===== src/rtl/ibis_axi4_pkg.sv =====
// Shared types for the ibis AXI4-Lite register-bank controller.
package ibis_axi4_pkg;

  localparam int unsigned DATA_WIDTH = 32;

  typedef enum logic [1:0] {
    OKAY   = 2'b00,
    EXOKAY = 2'b01,
    SLVERR = 2'b10,
    DECERR = 2'b11
  } resp_t;

  typedef enum logic [2:0] {
    IDLE,
    W_ACC,
    W_EXE,
    B_RSP,
    R_ACC,
    R_EXE,
    R_CAP,
    R_RSP
  } ctrl_state_t;

endpackage


===== src/rtl/ibis_axi4_arb.sv =====
// Two-requester round-robin arbiter: req[0] = write, req[1] = read.
module ibis_axi4_arb (
  input  logic       clk,
  input  logic       rstn,
  input  logic [1:0] req,
  input  logic       advance,
  output logic [1:0] grant
);

  // Index of the side that wins when both request; reset favours writes.
  logic ptr;

  always_comb begin
    grant = '0;
    if (req == 2'b11) begin
      grant[ptr] = 1'b1;
    end else begin
      grant = req;
    end
  end

  always_ff @(posedge clk) begin
    if (!rstn) begin
      ptr <= 1'b0;
    end else if (advance && |grant) begin
      ptr <= grant[0];
    end
  end

endmodule


===== src/rtl/ibis_axi4_ctrl.sv =====
// AXI4-Lite slave sequencing single-beat reads/writes onto a single-ported
// register bank, one transaction in flight, round-robin between AW+W and AR.
module ibis_axi4_ctrl #(
  parameter int unsigned ADDR_WIDTH = 8,
  parameter int unsigned NUM_REGS   = 16
) (
  input  logic                                aclk,
  input  logic                                aresetn,
  input  logic                                enable,
  input  logic [ADDR_WIDTH-1:0]               awaddr,
  input  logic                                awvalid,
  output logic                                awready,
  input  logic [ibis_axi4_pkg::DATA_WIDTH-1:0] wdata,
  input  logic [3:0]                          wstrb,
  input  logic                                wvalid,
  output logic                                wready,
  output logic [1:0]                          bresp,
  output logic                                bvalid,
  input  logic                                bready,
  input  logic [ADDR_WIDTH-1:0]               araddr,
  input  logic                                arvalid,
  output logic                                arready,
  output logic [ibis_axi4_pkg::DATA_WIDTH-1:0] rdata,
  output logic [1:0]                          rresp,
  output logic                                rvalid,
  input  logic                                rready,
  output logic [$clog2(NUM_REGS)-1:0]         reg_idx,
  output logic [ibis_axi4_pkg::DATA_WIDTH-1:0] reg_wdata,
  output logic [3:0]                          reg_wstrb,
  output logic                                reg_we,
  output logic                                reg_re,
  input  logic [ibis_axi4_pkg::DATA_WIDTH-1:0] reg_rdata
);

  import ibis_axi4_pkg::*;

  localparam int unsigned IDX_W = $clog2(NUM_REGS);

  ctrl_state_t state;
  logic [1:0]  req;
  logic [1:0]  grant;
  logic        advance;
  logic        we_q;
  logic        re_q;
  logic        rd_ok;

  function automatic logic addr_ok(input logic [ADDR_WIDTH-1:0] a);
    return (a[1:0] == 2'b00) && (32'(a[ADDR_WIDTH-1:2]) < NUM_REGS);
  endfunction

  assign req     = {arvalid, awvalid & wvalid};
  assign advance = (state == IDLE) && enable && (|req);

  ibis_axi4_arb u_arb (
    .clk     (aclk),
    .rstn    (aresetn),
    .req     (req),
    .advance (advance),
    .grant   (grant)
  );

  // Strobes are gated by reset so a transaction abandoned mid-flight never
  // touches the bank in the reset cycle itself.
  assign reg_we = we_q & aresetn;
  assign reg_re = re_q & aresetn;

  always_ff @(posedge aclk) begin
    if (!aresetn) begin
      state     <= IDLE;
      awready   <= 1'b0;
      wready    <= 1'b0;
      bvalid    <= 1'b0;
      bresp     <= OKAY;
      arready   <= 1'b0;
      rvalid    <= 1'b0;
      rresp     <= OKAY;
      rdata     <= '0;
      reg_idx   <= '0;
      reg_wdata <= '0;
      reg_wstrb <= '0;
      we_q      <= 1'b0;
      re_q      <= 1'b0;
      rd_ok     <= 1'b0;
    end else begin
      we_q <= 1'b0;
      re_q <= 1'b0;
      case (state)
        IDLE: begin
          if (advance) begin
            if (grant[0]) begin
              awready <= 1'b1;
              wready  <= 1'b1;
              state   <= W_ACC;
            end else if (grant[1]) begin
              arready <= 1'b1;
              state   <= R_ACC;
            end
          end
        end
        W_ACC: begin
          awready   <= 1'b0;
          wready    <= 1'b0;
          reg_idx   <= awaddr[IDX_W+1:2];
          reg_wdata <= wdata;
          reg_wstrb <= wstrb;
          we_q      <= addr_ok(awaddr);
          bresp     <= addr_ok(awaddr) ? OKAY : SLVERR;
          state     <= W_EXE;
        end
        W_EXE: begin
          bvalid <= 1'b1;
          state  <= B_RSP;
        end
        B_RSP: begin
          if (bready) begin
            bvalid <= 1'b0;
            state  <= IDLE;
          end
        end
        R_ACC: begin
          arready <= 1'b0;
          reg_idx <= araddr[IDX_W+1:2];
          re_q    <= addr_ok(araddr);
          rd_ok   <= addr_ok(araddr);
          rresp   <= addr_ok(araddr) ? OKAY : SLVERR;
          state   <= R_EXE;
        end
        R_EXE: begin
          state <= R_CAP;
        end
        R_CAP: begin
          rdata  <= rd_ok ? reg_rdata : '0;
          rvalid <= 1'b1;
          state  <= R_RSP;
        end
        R_RSP: begin
          if (rready) begin
            rvalid <= 1'b0;
            state  <= IDLE;
          end
        end
        default: state <= IDLE;
      endcase
    end
  end

endmodule

===== config.mk =====
export PLATFORM = sky130hd
export DESIGN_NAME = ibis_axi4_ctrl
export DESIGN_NICKNAME = d
export VERILOG_FILES = /design/src/rtl/ibis_axi4_pkg.sv /design/src/rtl/ibis_axi4_arb.sv /design/src/rtl/ibis_axi4_ctrl.sv
export SDC_FILE = /design/constraint.sdc
export NUM_CORES = 1
export LEC_CHECK = 0
export CAP_MARGIN = 10
export CORE_UTILIZATION = 30
export DETAILED_ROUTE_END_ITERATION = 7
export PLACE_DENSITY = 0.79
export SYNTH_ARGS = -nofsm -noshare
export SYNTH_HDL_FRONTEND = slang
export SYNTH_SLANG_ARGS = --single-unit

===== constraint.sdc =====
create_clock -name aclk -period 1.72 [get_ports aclk]
set_clock_uncertainty 0.2 [all_clocks]
set_input_delay 0.344 -clock aclk [delete_from_list [all_inputs] [get_ports aclk]]
set_output_delay 0.344 -clock aclk [all_outputs]
set_load 0.03 [all_outputs]

==> metrics, run 1 <==
filler-free cell count of the finished design 725; Max VDD drop 0.0006986 V; gr ovfl total 0; routability cong. 0.7683; post-synthesis sequential area ratio 0.5191; ys async rst share 0; power per cell area 1330 nW/um^2; Area Overhead vs Synth 69.54%; critical path launch point type flip-flop; Sw Share 0.3703; Syn. warnings 0; Inst Count DP 703; R2R depth 6; Top FF cell, synth dfxtp_1; core area 10460 sq um; reg-to-reg setup timing slack 3 ps; DRT Wirelength 10.53 mm; TritonCTS clock tree built; post-synth top area share 0.5191; CTS clk-pin slew, worst paths 80 ps; diode count 0; drt first pass iters 4; Synth Area per Inst 8.074 sq um; initial antenna violation count 0; worst min-delay path class reg -> reg; clock buffer count from CTS 9; CP required 1760 ps; final core utilization 0.5312; Yosys cell types 37; first-pass GRT wire length 16.01 mm; Die Span Y 106.5 um; fin. max-slew vios 0; number of synthesized flops with an enable pin 0; Worst Path Arrival 1760 ps; Switch Pwr 2.737 mW; GRT Total Usage 0.1777; WL per Instance 14.52 um; number of global-route vias before repair 3451; H-Tree Depth 3; Worst Hold End rdata[9]; clk root buf clkbuf_8; top cells by area, synth dfxtp_1, nand2_1, a21oi_1, nand3_1, buf_2; Synth Instances 406; Worst Setup End Kind flip-flop; Longest Clk Path Bufs 2; layout cells sized above 1 0.1087; FF-to-FF End state[0]; period utilization 0.9985; max_cap viols 0; CTS Sinks 85; Via density 4.862; PortBufs 172; IO Pins 175; final setup vio count 0; Synth top cells by count nand2_1, dfxtp_1, a21oi_1; clock power share 0.234; Setup CP Type reg -> reg; unrepaired setup endpoints after global routing yes; Vias 3525; Lkg Pwr 2.380 nW; critical-path maximum fanout 5; Core Rows 37; final worst slack 2.550 ps; largest net degree at the start of global routing 36; clock latency on the worst-skew pair 340 ps; P_int 4.656 mW; DRC violations left 0; Seq pwr share 0.336; Final Hold Viols 0; status finished, final reports clean; fillers 1058; reg2reg start state[0]; synthesized flop and latch total 85; Cell Area, Synth 3278 sq um; pre-CTS setup slack -264.1 ps; die area 11350 sq um; origin of the worst min-delay path rdata[9]; power share of the combinational group 0.430; Die Span X 106.5 um; most frequent cell after synthesis nand2_1; 1st-iter DRT viols 158; Detail Route Antenna Nets 0; NumNets Final 681; Tot Pwr 7.393 mW; Hold Buf Count CTS 0; min cycle time layout 1717 ps; hold depth 2; Post-DP HPWL 7.396 mm; Initial Util 0.3133; leading area contributor after synthesis dfxtp_1; fmax 0.5823 GHz
## critical path, cell delays in order (launching register included)
cell      delay, ps
dfxtp_4         370
inv_2           100
ha_4            170
nor2_1           50
a22oi_2         320
a221oi_2        130
a311oi_2        280
## how the worst max path moves through the flow
| stage | slack, ps | start | endpoint |
|---|---|---|---|
| 6_report | 3 | state[0] | state[0] |
| 5_1_grt | -60 | state[0] | state[0] |
| 4_1_cts | 2 | state[1] | state[0] |
| 3_5_place_dp | -260 | bready | state[0] |
| 3_3_place_gp | -180 | araddr[1] | rd_ok |
| 2_1_floorplan | 100 | state[0] | state[2] |
## state kept, by name, summed over array words and instances (netlist names), 3 cells and up
register / flops
reg_wdata: 32
state: 3
reg_idx: 4
reg_wstrb: 4
rdata: 32
## kinds of logic after synthesis
kind of cell    Yosys count  share of synthesized area
fa+ha+maj                 5                    0.01908
flops                    85                     0.5191
simple gates            183                     0.2416
compound gates           94                     0.1637
other cells               1                   0.001144
buf+inv                  38                    0.05534
## repair_timing
item / in CTS / in global routing
hold endpoints to repair: 0 / 0
resized for setup: 86 / 13
setup endpoints to repair: 84 / 45
pin swaps: 2 / 2
cloned: 0 / 2
buffers inserted: 2 / 2
## layout make-up
type,count,area (sq um),share of cell area
clock buffers,11,141.4,0.02544
clock inverters,5,107.6,0.01936
inverters,5,18.77,0.003377
multi-input cells,284,1451,0.2611
flip-flops and latches,85,1707,0.3071
well taps,136,170.2,0.03062
repair buffers,199,1962,0.3530
## metal layers
metal	GRT usage	wire length (um)
met5	0	0
met4	0.07730	208
met3	0.06009	998
met2	0.3159	5227
met1	0.1905	4090
## through the flow
stage          TNS, ps  hold WS, ps  cell area (sq um)
2_1_floorplan        0        254.2               3282
3_3_place_gp     -1033        238.0               5264
3_5_place_dp     -1475        246.8               5264
4_1_cts              0        256.5               5446
5_1_grt         -91.07        277.6               5558
6_report             0        253.4               5558
## power groups by stage
stage | clock [mW] | combinational (mW) | sequential, mW
after floorplan | 0 | 1.25 | 3.02
after global placement | 0 | 3.04 | 2.51
after detailed placement | 0 | 3.09 | 2.53
after CTS | 1.78 | 2.93 | 2.48
after global routing | 1.87 | 3.43 | 2.53
final | 1.73 | 3.18 | 2.49
## cell usage in the layout (no fill, tap or decap), drive strengths merged, types with 3 or more instances in the layout
| cell type | netlist | final |
|---|---|---|
| nor2 | 11 | 11 |
| a21oi | 75 | 75 |
| nor3 | 3 | 3 |
| nand3 | 33 | 33 |
| bufinv | 0 | 3 |
| nand2b | 3 | 3 |
| nand2 | 121 | 121 |
| ha | 5 | 5 |
| inv | 5 | 5 |
| and2 | 3 | 3 |
| and3 | 3 | 3 |
| a311oi | 5 | 5 |
| clkdlybuf4s50 | 0 | 90 |
| buf | 20 | 28 |
| clkbuf | 13 | 13 |
| dfxtp | 85 | 85 |
| dlygate4sd2 | 0 | 78 |
Note: power is estimated with default switching activity, not from simulation.
==> inputs of run 2 (changes only) <==
- DONT_BUFFER_PORTS: not set -> 1
- PLACE_DENSITY: 0.79 -> 0.57
==> run 2 against run 1 <==
The run now ends with setup timing left. Routed wire length shrank 8.6%. Combinational power shrank 30%. Die area is the same. Non-clock buffer count shrank 101. Design area shrank 17%. First-iteration DRC count grew 37%. Utilization shrank 8.9 points. Setup slack lost 32 ps. Power shrank 7.5%. Sequential share of layout area grew 6.2 points. Via count shrank 13%.
==> metrics, run 2 (synthesis results as in run 1) <==
status complete, but fails checks; initial antenna violation count 0; PortBufs 0; CTS clk-pin slew, worst paths 80 ps; gr ovfl total 0; most frequent cells in the layout nand2_1, dfxtp_1, dlygate4sd3_1, a21oi_1, nand3_1; clock buffer count from CTS 9; Longest Clk Path Bufs 2; CP required 1750 ps; Lkg Pwr 1.651 nW; Final Hold Viols 0; Detail Route Antenna Nets 0; Area Overhead vs Synth 41.22%; worst min-delay path class in -> reg; max_cap viols 0; violated checks setup timing; Vias 3069; number of global-route vias before repair 2901; FF-to-FF End state[0]; final worst slack -29.76 ps; Critical path destination state[0]; final core utilization 0.4425; critical path launch point state[1]; pre-CTS setup slack -47.29 ps; Worst Setup End Kind flip-flop; fillers 1002; hold slack 38.37 ps; setup_tns -29.76 ps; TritonCTS clock tree built; Die Span Y 106.5 um; GRT Total Usage 0.1593; first-pass GRT wire length 14.03 mm; most common cell after layout, fill and taps aside nand2_1; routability cong. 0.8146; Worst Path Arrival 1780 ps; R2R depth 5; largest net degree at the start of global routing 51; final setup vio count 1; fmax 0.5715 GHz; core area 10460 sq um; DRC violations left 0; Initial Util 0.3133; DRT Wirelength 9.624 mm; min cycle time layout 1750 ps; hold depth 2; period utilization 1.017; reg-to-reg setup timing slack -30 ps; clock latency on the worst-skew pair 340 ps; Via density 4.926; 1st-iter DRT viols 217; Core Rows 37; Post-DP HPWL 5.910 mm; top flop regs rdata x32, reg_wdata x32; fin. max-slew vios 0; power per cell area 1478 nW/um^2; Die Span X 106.5 um; CTS Sinks 85; drt first pass iters 4; unrepaired setup endpoints after global routing yes; Setup CP Type reg -> reg; clk root buf clkbuf_8; NumNets Final 580; WL per Instance 15.45 um; critical path launch point type flip-flop; Max VDD drop 0.0006816 V; die area 11350 sq um; diode count 0; IO Pins 175; layout cells sized above 1 0.1088; H-Tree Depth 3; critical-path maximum fanout 5; reg2reg start state[1]
## run 2: worst min path at each step
stage | startpoint | end | slack [ps]
6_report | araddr[6] | re_q | 40
5_1_grt | araddr[6] | re_q | 20
4_1_cts | araddr[6] | re_q | 1
3_5_place_dp | aresetn | state[2] | 270
3_3_place_gp | aresetn | state[1] | 260
2_1_floorplan | u_arb.ptr | u_arb.ptr | 250
## run 2: area by class of cell
type | instances | area, sq um | share of cell area
Sequential cell | 85 | 1710 | 0.3695
Multi-Input combinational cell | 284 | 1476 | 0.3189
Clock buffer | 11 | 141.4 | 0.03054
Clock inverter | 4 | 72.57 | 0.01568
Timing Repair Buffer | 98 | 1037 | 0.2241
Tap cell | 136 | 170.2 | 0.03676
Inverter | 5 | 21.27 | 0.004595
## run 2: worst max-delay path: stages, from the launching register on
cell	delay, ps
dfxtp_4	390
ha_4	170
nand2b_4	70
a22oi_2	390
a221oi_2	140
a311oi_1	280
## run 2: power by group
part / total (mW) / internal (mW) / leakage (nW) / switching (mW)
clock: 1.53 / 0.848 / 0.105 / 0.684
sequential: 3.09 / 2.30 / 0.691 / 0.793
combinational: 2.22 / 1.01 / 0.854 / 1.21
## run 2: per-layer routing
metal | track usage | vias up | routed length (um)
met4 | 0.07926 | 0 | 181
met5 | 0 | - | 0
li1 | - | 1506 | -
met1 | 0.1707 | 1391 | 3908
met3 | 0.04966 | 13 | 835
met2 | 0.2815 | 159 | 4699
## run 2: timing repair
action,CTS,global route
endpoints found under the setup margin,2,40
endpoints found under the hold margin,79,0
buffers inserted,0,1
hold buffers,80,0
pin swaps,0,4
resized for setup,4,18
gates cloned,0,2
## run 2: stage by stage
step	instance area, sq um	instances	power [mW]
2_1_floorplan	3282	407	4.268
6_report	4629	623	6.841
5_1_grt	4629	623	7.239
4_1_cts	4498	620	6.538
3_3_place_gp	3472	525	4.745
3_5_place_dp	3472	525	4.797
==> inputs of run 3 (changes only) <==
- MAX_ROUTING_LAYER: not set -> met4
- SLEW_MARGIN: not set -> 10
==> run 3 against run 2 <==
Die area unchanged. The flow still finishes with violations (setup timing). Via count down 0.33%. Worst hold slack better by 2.7 ps. Non-clock buffer count unchanged. Maximum frequency up 0.28%. Utilization unchanged. Setup slack better by 4.8 ps. Design area unchanged.
==> metrics, run 3 (synthesis results as in run 1) <==
die area 11350 sq um; clock buffer count from CTS 9; status complete, but fails checks; Detail Route Antenna Nets 0; hold slack 41.09 ps; Initial Util 0.3133; critical-path maximum fanout 5; 1st-iter DRT viols 216; Final Hold Viols 0; R2R depth 5; clock latency on the worst-skew pair 340 ps; unrepaired setup endpoints after global routing yes; CP required 1750 ps; DRC violations left 0; Lkg Pwr 1.651 nW; GRT Total Usage 0.1641; Longest Clk Path Bufs 2; Core Rows 37; top flop regs rdata x32, reg_wdata x32; fin. max-slew vios 0; TritonCTS clock tree built; largest net degree at the start of global routing 51; final setup vio count 1; routability cong. 0.8267; layout cells sized above 1 0.1088; most frequent cells in the layout nand2_1, dfxtp_1, dlygate4sd3_1, a21oi_1, nand3_1; area of placed instances 3472 sq um; initial antenna violation count 0; CTS Sinks 85; Die Span Y 106.5 um; Tot Pwr 6.843 mW; final instance area 4629 sq um; H-Tree Depth 3; Worst Path Arrival 1770 ps; IO Pins 175; number of global-route vias before repair 2902; Via density 4.910; min cycle time layout 1745 ps; Setup CP Type reg -> reg; PortBufs 0; max_cap viols 0; Die Span X 106.5 um; drt first pass iters 4; Max VDD drop 0.0006814 V; most common cell after layout, fill and taps aside nand2_1; power per cell area 1478 nW/um^2; first-pass GRT wire length 14.02 mm; gr ovfl total 0; diode count 0; filler-free cell count of the finished design 623; CTS clk-pin slew, worst paths 80 ps; core area 10460 sq um; violated checks setup timing; Worst Setup End Kind flip-flop; final core utilization 0.4425; Area Overhead vs Synth 41.22%; fmax 0.5731 GHz; final worst slack -24.92 ps; WL per Instance 15.46 um; Vias 3059; NumNets Final 580; Post-DP HPWL 5.910 mm; Inst Count DP 525; clk root buf clkbuf_8; critical path launch point type flip-flop; worst min-delay path class in -> reg; hold depth 2; period utilization 1.014; DRT Wirelength 9.634 mm
-- run 3: cell counts in the layout (fill, tap and decap cells not counted) --
No cell type changed its count.
-- run 3: final timing paths --
path	start	endpoint	slack [ps]
setup / recovery	state[1]	state[0]	-20
hold / removal	araddr[6]	re_q	40
setup reg to reg	state[1]	state[0]	-20
hold reg to reg	reg_idx[1]	reg_idx[1]	290
-- run 3: critical path: stages, from the launching register on --
cell and delay (ps):
dfxtp_4 390, ha_4 170, nand2b_4 70, a22oi_2 390, a221oi_2 140, a311oi_1 280
-- run 3: metrics by stage --
step / setup TNS, ps / worst slack [ps]
floorplan: 0 / 99.29
global placement: 0 / 31.08
detailed placement: -67.04 / -47.29
CTS: 0 / 18.91
global route: -233.3 / -114.4
finish: -24.92 / -24.92
-- run 3: area by class of cell --
type,count,area [sq um]
fill,1002,5833
tap,136,170.2
inverter,5,21.27
clock inverter,4,72.57
clock buffer,11,141.4
timing repair buffer,98,1037
sequential,85,1710
multi-input combinational,284,1476
-- run 3: timing repair --
action | in CTS | in global routing
gates resized for setup | 4 | 18
gates cloned | 0 | 2
buffers inserted | 0 | 1
setup endpoints to repair | 2 | 40
hold buffers | 80 | 0
pin swaps | 0 | 4
hold endpoints to repair | 79 | 0
-- run 3: power breakdown --
group	internal, mW	total (mW)	switching, mW
registers	2.30	3.09	0.792
clock network	0.848	1.53	0.682
logic	1.01	2.22	1.21
-- run 3: layer usage --
layer / GRT usage / part of all wire / vias up
met1: 0.1745 / 0.41 / 1396
met2: 0.2815 / 0.49 / 147
met4: 0.07926 / 0.016 / 0
met5: - / 0 / -
li1: - / - / 1505
met3: 0.04537 / 0.083 / 11
==> patch 1: new RTL, flow settings as in run 2 <==
Encoding of `ctrl_state_t`: now one-hot (8 bits for 8 states).
--- a/src/rtl/ibis_axi4_pkg.sv
+++ b/src/rtl/ibis_axi4_pkg.sv
@@ -12,11 +12,11 @@
 
-  typedef enum logic [2:0] {
-    IDLE,
-    W_ACC,
-    W_EXE,
-    B_RSP,
-    R_ACC,
-    R_EXE,
-    R_CAP,
-    R_RSP
+  typedef enum logic [7:0] {
+    IDLE  = 8'b00000001,
+    W_ACC = 8'b00000010,
+    W_EXE = 8'b00000100,
+    B_RSP = 8'b00001000,
+    R_ACC = 8'b00010000,
+    R_EXE = 8'b00100000,
+    R_CAP = 8'b01000000,
+    R_RSP = 8'b10000000
   } ctrl_state_t;
Function: same outputs for any inputs over 10 cycles, from zero or initial values and one cycle with aresetn low; not proved beyond that.
==> patch 1 against run 2 <==
The flow still finishes with violations (negative setup slack). Setup slack got worse by 0.10 ns. Wire length increased by 35%. Sequential cell count rose by 5. Global-route usage grew 1.2 points. Count of clock-buffer cells in the layout up 1. Final area is 23% higher. Worst hold slack got worse by 0.036 ns. Area after synthesis up 4.5%. Critical path depth up 1. Critical path type unchanged. Largest cell class is now multi-input combinational cells.
Power is not compared: it rests on default switching activity, and its combinational part moved more than twofold at a synthesized area within 25%.
==> patch 1: results (changes against run 2) <==
power:
  static-leakage-power_nw: 1.89
  swShare_pct: 22.1
yosys:
  postSynthAreaPerCell_sq_um: 8.21  # was 8.07 sq um
  post_synth_xor_area_fraction_pct: 0.256  # was 0%
  synth.area.top_cells: "dfxtp_1, nand2_1, a21oi_1"  # unchanged
  synth_compound_gate_area_share_pct: 15.8  # was 16.4%
  postSynth.asyncResetShare_pct: 0  # unchanged
  synth_commonest_cells: "nand2_1, dfxtp_1, a21oi_1, nand3_1, clkbuf_1"  # was nand2_1, dfxtp_1, a21oi_1, nand3_1
  muxShareOfSynthArea_pct: 0  # unchanged
  netlist-cell-type-count: 34  # was 37
  synth.yosys.seq_area_share_pct: 52.6  # was 51.9%
  ys_warn_count: 0  # unchanged
  post_synth_fa_ha_maj_area_fraction_pct: 0  # was 1.91%
worst_setup_path:
  path_delay_family: "simple AND/OR/NAND/NOR gates"  # was compound AO/OA/AOI/OAI gates
  critPathMaxStageDelay_ns: 0.33  # was 0.39 ns
  highest_fanout_seen_on_the_critical_path: 8  # was 5
  critical-path-slowest-cell: "dfxtp_2"  # was dfxtp_4
  worst_ep_arrival_time_ns: 1.93  # was 1.78 ns
clock_network:
  cts.root.buffer_cell: "clkbuf_16"  # was clkbuf_8
  clock_latency_late_sink_ns: 0.35
  ctsHtreeMaxLevel: 3  # unchanged
  worst_setup_hold_path_clk_slew_ns: 0.06  # was 0.08 ns
grt:
  grt.total_usage_pct: 17.1  # was 15.9%
  grt_antenna_before_repair: 0  # unchanged
  maximum_number_of_pins_on_one_net_before_global_route_repair: 41  # was 51
  grt_pass1_vias: 3103  # was 2901
  grt_first_pass_wirelength_mm: 15.0  # was 14.0 mm
timing:
  timing.final.ws_setup_ns: -0.131  # was -0.0298 ns
  setup_total_negative_slack_ns: -3.20  # was -0.0298 ns
  relSlewSlack_pct: 44.1
  finalSetupViolations: 58  # was 1
placement:
  dp_cells: 549  # was 525
  numPortBuffers: 0  # unchanged
  dp_slack_ns: -0.107  # was -0.0473 ns
  postPlaceCellArea_sq_um: 3680  # was 3470 sq um
  place.gp.congestion: 0.773  # was 0.815
  final_hpwl_dp_mm: 6.22  # was 5.91 mm
run_status:
  violations: "negative setup slack"  # unchanged
  status: "complete, but fails checks"  # unchanged
layout:
  final_layout_size_suffix_gt1_share_pct: 32.3  # was 10.9%
  largest_registers: "rdata (32), reg_wdata (32), state (8)"  # was rdata (32), reg_wdata (32)
  antenna-diode-count: 0  # unchanged
  finish.net_count: 601  # was 580
  fillCellCount: 899  # was 1002
  area_of_all_sequential_standard_cells_sq_um: 1810  # was 1710 sq um
route:
  drt-initial-drc-count: 206  # was 217
  drt-pass1-iter-count: 5  # was 4
  drt_wl_total_mm: 13.0  # was 9.62 mm
  dr_vias: 3463  # was 3069
  post_dr_vias_cell: 5.30  # was 4.93
[patch 1: worst paths after layout]
path,startpoint,slack [ns],cells past startpoint,end
worst max-delay path,state[0],-0.13,6,rdata[22]
worst min-delay path,aresetn,0.003,2,state[4]
worst max register to register,state[0],-0.13,6,rdata[22]
worst min register to register,rd_ok,0.26,2,rd_ok
[patch 1: repair_timing]
| item | in CTS | in global routing |
|---|---|---|
| gates resized for setup | 9 | 146 |
| buffers inserted | 2 | 4 |
| gates cloned | 1 | 8 |
| endpoints found under the setup margin | 55 | 83 |
| endpoints found under the hold margin | 81 | 0 |
| hold buffers | 74 | 0 |
| pin swaps | 17 | 74 |
[patch 1: kinds of logic after synthesis]
family	count (synthesis)
compound gates	97
simple gates	191
xor+xnor	1
other cells	1
flops	90
buf+inv	37
[patch 1: layout make-up]
class,count,area share (%)
Inverter,4,0.263
Sequential cell,90,31.6
Clock buffer,12,4.49
Tap cell,140,3.07
Timing Repair Buffer,113,22.1
Clock inverter,4,1.29
Multi-Input combinational cell,291,37.2
[patch 1: power groups by stage]
| stage | sequential [mW] | combinational, mW | clock (mW) |
|---|---|---|---|
| 3_3_place_gp | 2.18 | 0.174 | 0 |
| 3_5_place_dp | 2.18 | 0.178 | 0 |
| 5_1_grt | 2.13 | 0.437 | 2.30 |
| 2_1_floorplan | 2.18 | 0.122 | 0 |
| 4_1_cts | 2.13 | 0.330 | 2.21 |
| 6_report | 2.13 | 0.413 | 2.16 |
[patch 1: layer usage]
metal | vias to the layer above | GRT usage [%] | wire length (microns)
met4 | 0 | 7.72 | 275
met1 | 1641 | 17.3 | 4820
met5 | - | 0 | 0
met2 | 192 | 30.4 | 6760
li1 | 1604 | - | -
met3 | 26 | 7.41 | 1120
==> patch 2: new RTL, flow settings as in run 2 <==
Made on the original files. The parameter `NUM_REGS` goes from 16 to 8.
--- a/src/rtl/ibis_axi4_ctrl.sv
+++ b/src/rtl/ibis_axi4_ctrl.sv
@@ -4,3 +4,3 @@
   parameter int unsigned ADDR_WIDTH = 8,
-  parameter int unsigned NUM_REGS   = 16
+  parameter int unsigned NUM_REGS   = 8
 ) (
Ports: changed (resized reg_idx); port bits go from 175 to 174. The function was not compared with the original's and may differ.
==> patch 2 against run 2 <==
Worst hold slack got worse by 0.029 ns. Setup slack gained 0.056 ns. Largest power group unchanged. Sequential cell count is 1 lower. Final area decreased by 2.6%. Power shrank 12%. Sequential share of layout area is 0.40 points higher. Critical path type unchanged. Combinational power shrank 30%. Synthesized cell count fell by 1.2%. Wire length rose by 0.18%. Area after synthesis shrank 2.3%.
==> patch 2: results (changes against run 2) <==
run_status:
  status: "finished, final reports clean"  # was complete, but fails checks
route:
  drt-initial-drc-count: 168  # was 217
  drt_wl_total_mm: 9.64  # was 9.62 mm
  dr_vias: 3108  # was 3069
  drt-pass1-iter-count: 7  # was 4
  drcViolationCount: 0  # unchanged
clock_network:
  cts.root.buffer_cell: "clkbuf_8"  # unchanged
  max-clock-path-buffers: 2  # unchanged
  clock_latency_late_sink_ns: 0.35
  worst_setup_hold_path_clk_slew_ns: 0.09
  cts_buffers: 9  # unchanged
  ctsHtreeMaxLevel: 3  # unchanged
power:
  static-leakage-power_nw: 1.59  # was 1.65 nW
  max_vdd_drop_v: 0.000524  # was 0.000682 V
yosys:
  post_synth_inst_count: 401  # was 406
  synth_compound_gate_area_share_pct: 15.4  # was 16.4%
  muxShareOfSynthArea_pct: 0  # unchanged
  post_synth_fa_ha_maj_area_fraction_pct: 1.95  # was 1.91%
  postSynth.asyncResetShare_pct: 0  # unchanged
  synth_commonest_cells: "nand2_1, dfxtp_1, a21oi_1, nand3_1, clkbuf_1"  # was nand2_1, dfxtp_1, a21oi_1, nand3_1
  synth.area.top_cells: "dfxtp_1, nand2_1, a21oi_1"  # unchanged
  yosys_most_used_dff: "dfxtp_1"  # unchanged
  ys_warn_count: 0  # unchanged
  synth.yosys.seq_area_share_pct: 52.5  # was 51.9%
  post_synth_xor_area_fraction_pct: 0  # unchanged
  netlist-cell-type-count: 29  # was 37
layout:
  largest_registers: "rdata (32), reg_wdata (32), reg_wstrb (4)"  # was rdata (32), reg_wdata (32)
  final_layout_size_suffix_gt1_share_pct: 8.66  # was 10.9%
  finish.net_count: 577  # was 580
  antenna-diode-count: 0  # unchanged
  stdcell_count: 621  # was 623
  fillCellCount: 975  # was 1002
hold_path:
  min_delay_path_depth: 2  # unchanged
  holdCritPathClass: "input pin to flip-flop"  # unchanged
placement:
  dp_cells: 519  # was 525
  final_hpwl_dp_mm: 5.76  # was 5.91 mm
  numPortBuffers: 0  # unchanged
  place.gp.congestion: 0.736  # was 0.815
  dp_slack_ns: -0.103  # was -0.0473 ns
  postPlaceCellArea_sq_um: 3400  # was 3470 sq um
worst_setup_path:
  worst_ep_arrival_time_ns: 1.72  # was 1.78 ns
  worst_reg2reg_path_length_in_cells: 6  # was 5
  highest_fanout_seen_on_the_critical_path: 5  # unchanged
grt:
  maximum_number_of_pins_on_one_net_before_global_route_repair: 41  # was 51
  grt_pass1_vias: 2998  # was 2901
  grt_first_pass_wirelength_mm: 14.0  # about the same
  grt.total_usage_pct: 16.0  # was 15.9%
  grt_antenna_before_repair: 0  # unchanged
-- patch 2: path summary, 6_finish.rpt --
path                            slack [ns]   endpoint      start
worst max-delay path                  0.03   state[0]   state[0]
worst min-delay path                 0.009  u_arb.ptr    awvalid
worst max register to register        0.03   state[0]   state[0]
worst min register to register        0.31  u_arb.ptr  u_arb.ptr
-- patch 2: repair_timing --
action,in CTS,in global routing
hold endpoints to repair,78,4
endpoints found under the setup margin,6,18
setup buffers,0,0
pin swaps,1,2
gates resized for setup,5,6
gates cloned,0,2
hold buffers,82,2
-- patch 2: worst max-delay path, stage by stage, from the launching register on --
cell	delay [ns]
dfxtp_2	0.36
inv_1	0.08
ha_2	0.22
nor2b_2	0.18
nand3_1	0.13
nand2_1	0.06
o311a_1	0.35
-- patch 2: kinds of logic (layout without fill, tap and decap cells) --
kind of cell,after synthesis,in the layout
and+or+nand+nor,187,187
adders and majority gates,5,5
DFF,84,84
AOI/OAI and AO/OA,89,89
buffers and inverters,35,118
other,1,2
-- patch 2: per-layer routing --
metal | track usage [%] | routed length [microns] | up-vias
met5 | 0 | 0 | -
met4 | 10.6 | 375 | 0
met3 | 4.45 | 673 | 40
met2 | 28.4 | 4880 | 139
met1 | 16.3 | 3710 | 1431
li1 | - | - | 1498
-- patch 2: area by class of cell --
cell class	count	area, sq um	area share, %
Clock buffer	13	169	3.75
Clock inverter	3	20.0	0.444
Tap cell	136	170	3.77
Multi-Input combinational cell	283	1400	30.9
Timing Repair Buffer	98	1060	23.4
Inverter	4	15.0	0.333
Sequential cell	84	1680	37.3
-- patch 2: report_power, final --
part	total (mW)	switching (mW)	internal, mW
sequential	3.10	0.834	2.27
combinational	1.56	0.846	0.718
clock	1.32	0.681	0.642
